$ cat config.mk
export PLATFORM = sky130hd
export DESIGN_NAME = mem_access_stage
export DESIGN_NICKNAME = d
export VERILOG_FILES = /design/src/rtl/mem_access_stage_pkg.sv /design/src/rtl/mem_access_stage_load_align.sv /design/src/rtl/mem_access_stage.sv
export SDC_FILE = /design/constraint.sdc
export NUM_CORES = 1
export LEC_CHECK = 0
export BUFFER_PORTS_ARGS = -buffer_cell sky130_fd_sc_hd__buf_2
export CAP_MARGIN = 0
export CORE_ASPECT_RATIO = 0.75
export CORE_MARGIN = 3
export CORE_UTILIZATION = 30
export DETAILED_ROUTE_END_ITERATION = 8
export PLACE_DENSITY_LB_ADDON = 0.25
export SYNTH_ARGS = -nofsm -noshare
export SYNTH_HDL_FRONTEND = slang
export SYNTH_HIERARCHICAL = 1
export SYNTH_SLANG_ARGS = --single-unit
$ cat constraint.sdc
create_clock -name clk1 -period 2.1 [get_ports clk1]
set_clock_uncertainty 0.05 [all_clocks]
set_input_delay 0.105 -clock clk1 [delete_from_list [all_inputs] [get_ports clk1]]
set_output_delay 0.105 -clock clk1 [all_outputs]
set_load 0.03 [all_outputs]
$ cat src/rtl/mem_access_stage_pkg.sv
// Shared constants, state encoding and access-legality helper for the memory-access stage.
package mem_access_stage_pkg;

  localparam logic [6:0] OP_LOAD  = 7'b0000011;
  localparam logic [6:0] OP_STORE = 7'b0100011;

  localparam logic [2:0] F3_B  = 3'b000;
  localparam logic [2:0] F3_H  = 3'b001;
  localparam logic [2:0] F3_W  = 3'b010;
  localparam logic [2:0] F3_BU = 3'b100;
  localparam logic [2:0] F3_HU = 3'b101;

  typedef enum logic [1:0] {
    IDLE = 2'd0,
    REQ  = 2'd1,
    WAIT = 2'd2
  } state_t;

  // Width code must exist for the direction and the address must be naturally aligned.
  function automatic logic access_ok(input logic is_store, input logic [2:0] f3,
                                     input logic [1:0] ofs);
    logic ok;
    case (f3)
      F3_B:    ok = 1'b1;
      F3_H:    ok = ~ofs[0];
      F3_W:    ok = (ofs == 2'b00);
      F3_BU:   ok = ~is_store;
      F3_HU:   ok = ~is_store & ~ofs[0];
      default: ok = 1'b0;
    endcase
    return ok;
  endfunction

endpackage

$ cat src/rtl/mem_access_stage_load_align.sv
// Load data extraction: lane shift of the returned word plus sign/zero extension by funct3.
module mem_access_stage_load_align
  import mem_access_stage_pkg::*;
(
  input  logic [31:0] rdata,
  input  logic [1:0]  ofs,
  input  logic [2:0]  funct3,
  output logic [31:0] data
);

  logic [31:0] shifted;

  function automatic logic [31:0] sext8(input logic signed [7:0] v);
    logic signed [31:0] w;
    w = 32'(v);
    return w;
  endfunction

  function automatic logic [31:0] sext16(input logic signed [15:0] v);
    logic signed [31:0] w;
    w = 32'(v);
    return w;
  endfunction

  assign shifted = rdata >> {ofs, 3'b000};

  always_comb begin
    data = shifted;
    case (funct3)
      F3_B:    data = sext8(shifted[7:0]);
      F3_BU:   data = {24'h0, shifted[7:0]};
      F3_H:    data = sext16(shifted[15:0]);
      F3_HU:   data = {16'h0, shifted[15:0]};
      default: data = shifted;
    endcase
  end

endmodule

$ cat src/rtl/mem_access_stage.sv
// RISC-V memory-access stage: issues loads/stores on a req/gnt/rvalid port, stalls EX
// while busy, and registers results into the MEM/WB boundary.
module mem_access_stage
  import mem_access_stage_pkg::*;
#(
  parameter int TIMEOUT = 16
) (
  input  logic        clk1,
  input  logic        rst_n,
  input  logic        ex_valid,
  input  logic [31:0] ex_ir,
  input  logic [31:0] ex_result,
  input  logic [31:0] ex_store_data,
  input  logic [7:0]  ex_ctrl,
  output logic        stall,
  output logic        dmem_req,
  output logic        dmem_we,
  output logic [31:0] dmem_addr,
  output logic [3:0]  dmem_be,
  output logic [31:0] dmem_wdata,
  input  logic        dmem_gnt,
  input  logic        dmem_rvalid,
  input  logic [31:0] dmem_rdata,
  output logic        wb_valid,
  output logic [31:0] wb_ir,
  output logic [31:0] wb_result,
  output logic [31:0] wb_load_data,
  output logic [7:0]  wb_ctrl,
  output logic        wb_err
);

  localparam int CNT_W = $clog2(TIMEOUT + 1);

  state_t            state, state_nx;
  logic [CNT_W-1:0]  cnt;

  logic              vld_p0, is_ld_p0, is_st_p0, is_mem_p0, ok_p0;
  logic [2:0]        f3_p0;
  logic [3:0]        be_p0;
  logic [31:0]       wdata_p0;
  logic              start, fault, pass, busy, st_done, ld_done, tmo;

  logic [2:0]        f3_p1;
  logic [1:0]        ofs_p1;
  logic [31:0]       ir_p1, res_p1;
  logic [7:0]        ctrl_p1;
  logic [31:0]       ld_data;

  // ---- stage p0: decode of the held EX outputs ----
  assign vld_p0    = ex_valid & (state == IDLE);
  assign f3_p0     = ex_ir[14:12];
  assign is_ld_p0  = (ex_ir[6:0] == OP_LOAD);
  assign is_st_p0  = (ex_ir[6:0] == OP_STORE);
  assign is_mem_p0 = is_ld_p0 | is_st_p0;
  assign ok_p0     = access_ok(is_st_p0, f3_p0, ex_result[1:0]);

  assign start = vld_p0 & is_mem_p0 & ok_p0;
  assign fault = vld_p0 & is_mem_p0 & ~ok_p0;
  assign pass  = vld_p0 & ~is_mem_p0;

  always_comb begin
    be_p0 = 4'b1111;
    case (f3_p0)
      F3_B, F3_BU: be_p0 = 4'b0001 << ex_result[1:0];
      F3_H, F3_HU: be_p0 = 4'b0011 << ex_result[1:0];
      default:     be_p0 = 4'b1111;
    endcase
  end

  assign wdata_p0 = ex_store_data << {ex_result[1:0], 3'b000};

  assign busy    = (state == REQ) | (state == WAIT);
  assign st_done = (state == REQ) & dmem_gnt & dmem_we;
  assign ld_done = (state == WAIT) & dmem_rvalid;
  // Completion in the same cycle wins over the timeout.
  assign tmo     = busy & (cnt == CNT_W'(TIMEOUT - 1)) & ~st_done & ~ld_done;

  assign stall    = start | (busy & ~(st_done | ld_done | tmo));
  assign dmem_req = (state == REQ);

  always_comb begin
    state_nx = state;
    case (state)
      IDLE: if (start) state_nx = REQ;
      REQ: begin
        if (st_done | tmo)  state_nx = IDLE;
        else if (dmem_gnt)  state_nx = WAIT;
      end
      WAIT: if (ld_done | tmo) state_nx = IDLE;
      default: state_nx = IDLE;
    endcase
  end

  always_ff @(posedge clk1 or negedge rst_n) begin
    if (!rst_n) begin
      state <= IDLE;
      cnt   <= '0;
    end else begin
      state <= state_nx;
      if (start)     cnt <= '0;
      else if (busy) cnt <= cnt + CNT_W'(1);
    end
  end

  // ---- stage p1: access latched on leaving IDLE, held until completion ----
  always_ff @(posedge clk1 or negedge rst_n) begin
    if (!rst_n) begin
      dmem_we    <= 1'b0;
      dmem_addr  <= '0;
      dmem_be    <= '0;
      dmem_wdata <= '0;
      f3_p1      <= '0;
      ofs_p1     <= '0;
      ir_p1      <= '0;
      res_p1     <= '0;
      ctrl_p1    <= '0;
    end else if (start) begin
      dmem_we    <= is_st_p0;
      dmem_addr  <= {ex_result[31:2], 2'b00};
      dmem_be    <= be_p0;
      dmem_wdata <= is_st_p0 ? wdata_p0 : 32'h0;
      f3_p1      <= f3_p0;
      ofs_p1     <= ex_result[1:0];
      ir_p1      <= ex_ir;
      res_p1     <= ex_result;
      ctrl_p1    <= ex_ctrl;
    end
  end

  mem_access_stage_load_align u_load_align (
    .rdata  (dmem_rdata),
    .ofs    (ofs_p1),
    .funct3 (f3_p1),
    .data   (ld_data)
  );

  // ---- stage p2: MEM/WB boundary ----
  always_ff @(posedge clk1 or negedge rst_n) begin
    if (!rst_n) begin
      wb_valid     <= 1'b0;
      wb_ir        <= '0;
      wb_result    <= '0;
      wb_load_data <= '0;
      wb_ctrl      <= '0;
      wb_err       <= 1'b0;
    end else begin
      wb_valid <= 1'b0;
      if (pass | fault) begin
        wb_valid     <= 1'b1;
        wb_ir        <= ex_ir;
        wb_result    <= ex_result;
        wb_ctrl      <= ex_ctrl;
        wb_load_data <= '0;
        wb_err       <= fault;
      end else if (st_done | ld_done | tmo) begin
        wb_valid     <= 1'b1;
        wb_ir        <= ir_p1;
        wb_result    <= res_p1;
        wb_ctrl      <= ctrl_p1;
        wb_load_data <= ld_done ? ld_data : 32'h0;
        wb_err       <= tmo;
      end
    end
  end

endmodule

# Word-level counts from Yosys, hierarchy flattened
# Index checks and enable logic that the tools add are counted.
[word_totals]
register_bits = 257
latchBits = 0
ramBits = 0
romBits = 0
inputBits = 141
out_inout_bits = 177
wordCells = 98
n_memories = 0
[op_classes]
addsub = 1
multipliers = 0
div = 0
order_cmp = 0
n_eq_ne = 15
shift = 4
mux = 24
bitwise_logic = 28
reduce_logical = 9
[op_table]
columns = ["op", "count"]
rows = [
  ["2-to-1 mux 32 bit", 8],
  ["case mux 32 bit (4 select lines)", 1],
  ["left shift 32 x 5 -> 32 bit", 1],
  ["right shift 32 x 5 -> 32 bit", 1],
  ["2-to-1 mux 8 bit", 2],
  ["bitwise AND 1 bit", 13],
  ["equality test 3 bit (second input constant)", 4],
  ["2-to-1 mux 5 bit", 2],
  ["2-to-1 mux 2 bit", 4],
  ["OR 1 bit", 8],
  ["case mux 4 bit (2 select lines)", 1],
  ["equality test 7 x 2 -> 1 bit (second input constant)", 1],
  ["equality test 7 x 6 -> 1 bit (second input constant)", 1],
  ["inverter 1 bit", 7],
  ["equality test 3 x 1 -> 1 bit (second input constant)", 2],
  ["zero test 3 bit", 2],
  ["case mux 2 bit (3 select lines)", 1],
  ["adder 5 x 1 -> 5 bit (second input constant)", 1],
  ["equality test 5 x 4 -> 1 bit (second input constant)", 1],
  ["case mux 1 bit (5 select lines)", 1],
  ["zero test 2 bit", 2],
  ["2-to-1 mux 1 bit", 4],
  ["nonzero test 2 bit", 2],
  ["OR reduction 2 bit", 2],
  ["other kinds (9)", 9],
]

# Depth between registers and ports, before layout
[logic_depth]
ltp_word = 10
mapped_depth = 11
mapped_depth_nobuf = 8

# By module
# The synthesis kept the hierarchy.
[by_module_without_submodules]
columns = ["module", "n_inst", "cells_per_inst", "area_per_inst_um2", "seq_area_each_um2"]
rows = [
  ["mem_access_stage", 1, 960, 9567.9, 5555.3],
  ["mem_access_stage_load_align", 1, 107, 694.4, 0.0],
]

# Least setup slack after synthesis
# Ideal clock, no wire load.
[synth_path]
path_kind = "flip-flop to output port"
startpoint = "register state[1]"
endpoint = "output stall"
arrival_time_ps = 2037
required_ps = 1945
setup_slack_ps = -92
stages_incl_launch_ff = 11
n_path_buf = 3
cell_sequence = "dfrtp_1 inv_1 ha_1 and3_1 nor2_1 and2_1 buf_2 buf_4 clkbuf_1 nand2_1 nand2_1"
[synth_between]
elab_chain_len = 10
elab_cells_between_ends = 20
cone_classes = "eq/ne: 2; bitwise: 17; reduce/logical: 1"
[synth_lines]
columns = ["element", "line", "text"]
rows = [
  ["from (decl)", "mem_access_stage.sv:34", "state_t state, state_nx;"],
  ["from (signal assigned)", "mem_access_stage.sv:99", "state <= state_nx;"],
  ["equality test 2 x 1 -> 1 bit (*)", "-", ""],
  ["via dmem_req", "mem_access_stage.sv:16", "output logic dmem_req,"],
  ["bitwise AND 1 bit (2 in series)", "mem_access_stage.sv:73", "assign st_done = (state == REQ) & dmem_gnt & dmem_we;"],
  ["inverter 1 bit", "mem_access_stage.sv:76", "assign tmo = busy & (cnt == CNT_W'(TIMEOUT - 1)) & ~st_done & ~ld_done;"],
  ["bitwise AND 1 bit (2 in series)", "mem_access_stage.sv:76", ""],
  ["OR 1 bit", "mem_access_stage.sv:78", "assign stall = start | (busy & ~(st_done | ld_done | tmo));"],
  ["inverter 1 bit", "mem_access_stage.sv:78", ""],
  ["bitwise AND 1 bit (*)", "mem_access_stage.sv:78", ""],
  ["OR 1 bit (*)", "mem_access_stage.sv:78", ""],
  ["to (decl)", "mem_access_stage.sv:15", "output logic stall,"],
]
# Mark *: on every way through the listed nets, which the timed path passes. The rest lies on a longest branch.

# Final worst setup path
[layout_path]
startpoint = "register cnt[0]"
endpoint = "output stall"
[layout_between]
elab_chain_len = 8
[layout_lines]
columns = ["element", "line", "text"]
rows = [
  ["from (decl)", "mem_access_stage.sv:35", "logic [CNT_W-1:0] cnt;"],
  ["from (signal assigned)", "mem_access_stage.sv:101", "else if (busy) cnt <= cnt + CNT_W'(1);"],
  ["equality test 5 x 4 -> 1 bit", "mem_access_stage.sv:76", ""],
  ["bitwise AND 1 bit (3 in series)", "mem_access_stage.sv:76", ""],
  ["OR 1 bit", "mem_access_stage.sv:78", ""],
  ["inverter 1 bit", "mem_access_stage.sv:78", ""],
  ["bitwise AND 1 bit", "mem_access_stage.sv:78", ""],
  ["OR 1 bit", "mem_access_stage.sv:78", ""],
]
# Every way passes these cells.

==> results.sh <==
export IMPL_crit_path_start="cnt[0]$_DFFE_PN0P_"
export IMPL_holdCritPathClass="in2reg"
export IMPL_dr_pass1_iters=4
export IMPL_place_gp_congestion=0.8136
export IMPL_cts_root_buf="clkbuf_16"
export IMPL_synth_edff_count=0
export IMPL_final_setup_tns_ps=-45.27
export IMPL_rsz0062_at_grt="yes"
export IMPL_ys_ff_latch=222
export IMPL_min_from="ex_ir[6]"
export IMPL_antenna_found_initial=0
export IMPL_grt_overflow_total=0
export IMPL_coreArea_um2=33020
export IMPL_period_needed_ps=2145
export IMPL_place_area_um2=12550
export IMPL_clk_latency_ps=530
export IMPL_synth_area_per_cell_um2=9.618
export IMPL_pwr_density_cell_nw_per_um2=1033
export IMPL_wl_per_cell_um=17.56
export IMPL_cp_start_kind="register"
export IMPL_synth_distinct_cells=44
export IMPL_synth_cells=1067
export IMPL_grt_start_max_net_pins=77
export IMPL_worstMarginPinSlew_ps=702.1
export IMPL_seq_area_frac_synth_pct=54.13
export IMPL_hold_viol=0
export IMPL_r2r_start="cnt[1]$_DFFE_PN0P_"
export IMPL_grt_pass1_wl_um=52780
export IMPL_maxCapViolations=0
export IMPL_ant_nets=0
export IMPL_die_y_um=166.2
export IMPL_max_freq_mhz=466.1
export IMPL_setup_slack_ps=-45.27
export IMPL_stdcell_count=1958
export IMPL_viasPerCell=4.692
export IMPL_htree_levels=1
export IMPL_die_area_um2=36490
export IMPL_cp_arrival_ps=1990
export IMPL_vdd_ir_drop_max_uv=667.8
export IMPL_drive_gt1_share_pct=29.49
export IMPL_drc_errors=0
export IMPL_cts_buffers=25
export IMPL_ys_warnings_count=6
export IMPL_async_flop_share_pct=100.0
export IMPL_post_dp_hpwl_um=22480
export IMPL_p_leak_nw=7.984
export IMPL_tritoncts="done"
export IMPL_ys_flop_type="dfrtp_1"
export IMPL_portBuffers=315
export IMPL_worstSetupPathType="reg2out"
export IMPL_antenna_cells=0
export IMPL_cp_required_ps=1950
export IMPL_syn2layout_area_growth_pct=44.60
export IMPL_drt_iter0_markers=689
export IMPL_period_share_pct=102.2
export IMPL_slew_headroom_pct=53.02
export IMPL_path_clk_slew_ps=60
export IMPL_dp_cells=1786
export IMPL_boundaryPins=318
export IMPL_drv_slew=0
export IMPL_first_global_vias=9137
export IMPL_status="finished, violations left"
export IMPL_nets=1647
export IMPL_finalInstanceArea_um2=14840
export IMPL_critPathCaptureType="output pin"
export IMPL_ctsLongestPathBuffers=3
export IMPL_grt_total_usage_pct=17.98
export IMPL_failed_checks="negative setup slack"
export IMPL_start_util_pct=31.08
export IMPL_netlist_area_um2=10260
export IMPL_num_vias=9187
export IMPL_setup_viol=1
export IMPL_clock_sinks=222
export IMPL_rows=57
export IMPL_drt_wl_total_um=34380
export IMPL_path_max_fanout=2
export IMPL_die_w_um=219.6
## area by class of cell
class,count,area (um2)
fillers,3169,18180
flip-flops and latches,222,5557
multi-input cells,760,4397
repair buffers,486,3542
clock buffers,34,699.4
well taps,442,553.0
clock inverters,8,68.82
inverters,6,22.52
## final timing paths
path	endpoint	slack [ps]	depth (start not counted)
worst min register to register	ir_p1[19]$_DFFE_PN0P_	410	2
worst max-delay path	stall	-50	9
worst min-delay path	wb_err$_DFFE_PN0P_	20	4
worst max register to register	wb_load_data[20]$_DFFE_PN0P_	80	10
max in group asynchronous	dmem_wdata[5]$_DFFE_PN0P_	1180	3
min in group asynchronous	wb_load_data[25]$_DFFE_PN0P_	120	2
## placed cells by master, fill, tap and decap left out, drive strengths merged, types with 3 or more instances in the layout
cell and count:
nand2b 7, a21oi 26, dfrtp 222, a211oi 23, buf 372, nor2b 19, o211ai 3, clkbuf 37
dlygate4sd3 110, a31oi 3, nor3 6, nor2 70, a22oi 32, inv 7, nand2 309, and2 8
o21ai 101, ha 5, clkinv 6, a22o 16, mux2i 110
## registers in the layout, indices dropped and copies added (netlist names), 2 cells and up
signal,flops
dmem_wdata,32
wb_ir,32
wb_load_data,32
wb_result,32
res_p1,31
ir_p1,30
ctrl_p1,8
wb_ctrl,8
cnt,5
dmem_be,4
f3_p1,2
state,2
## where the power goes
part	internal (mW)	switching, mW	leakage (nW)
logic	2.04	3.49	4.66
clock network	2.44	1.81	0.385
registers	5.07	0.489	2.94
total	9.55	5.79	7.98
## repair_timing
action / CTS / global route
buffers inserted: 6 / 7
gates resized for setup: 15 / 37
hold buffers: 110 / 0
endpoints found under the setup margin: 1 / 81
cloned: 2 / 6
pin swaps: 5 / 6
hold endpoints to repair: 257 / 0
## through the flow
stage	utilization [%]	hold WS [ps]	power [mW]	setup WS, ps
after floorplan	-	-240.6	8.785	3.608
after global placement	37.99	102.7	10.53	55.58
after detailed placement	37.99	106.8	10.59	13.98
after CTS	44.16	1.379	15.29	-84.78
after global routing	44.94	21.85	16.22	-152.3
final	44.94	24.39	15.34	-45.27
## routing by layer
layer	up-vias	part of all wire (%)	GRT usage (%)
met1	4393	46	24.89
li1	4472	-	-
met5	-	0	0
met2	283	45	28.40
met3	39	7.4	5.048
met4	0	1.9	3.210
## cells by family after synthesis
| kind of cell | synth area share [%] |
|---|---|
| fa+ha+maj | 0.6096 |
| simple gates | 17.12 |
| compound gates | 13.00 |
| other cells | 0.03654 |
| buf+inv | 4.121 |
| xor+xnor | 0.2561 |
| mux | 10.73 |
| flops | 54.13 |
## critical path: stages, from the launching register on
cell and delay, ps:
dfrtp_1 390, ha_2 190, and3_4 180, ha_4 150, nand2_2 50, and2_4 180
buf_12 110, nand2_4 40, nand2_2 50, buf_6 120
## cells in the mapped netlist (3+ instances only)
library cell	instances	area, um2
nand2_1	309	1160
dfrtp_1	222	5555
mux2i_1	110	1101
o21ai_0	99	495.5
nor2_1	70	262.8
buf_2	35	175.2
a22oi_1	32	240.2
clkbuf_1	31	116.4
a21oi_1	26	130.1
a211oi_1	23	172.7
nor2b_1	19	118.9
a22o_1	16	140.1
buf_4	9	67.56
and2_1	8	50.05
inv_1	6	22.52
ha_1	5	62.56
nand2b_1	5	31.28
a31oi_1	3	18.77
buf_6	3	33.78
nor3_1	3	15.01
nor3_2	3	30.03
Note: power is estimated with default switching activity, not from simulation.
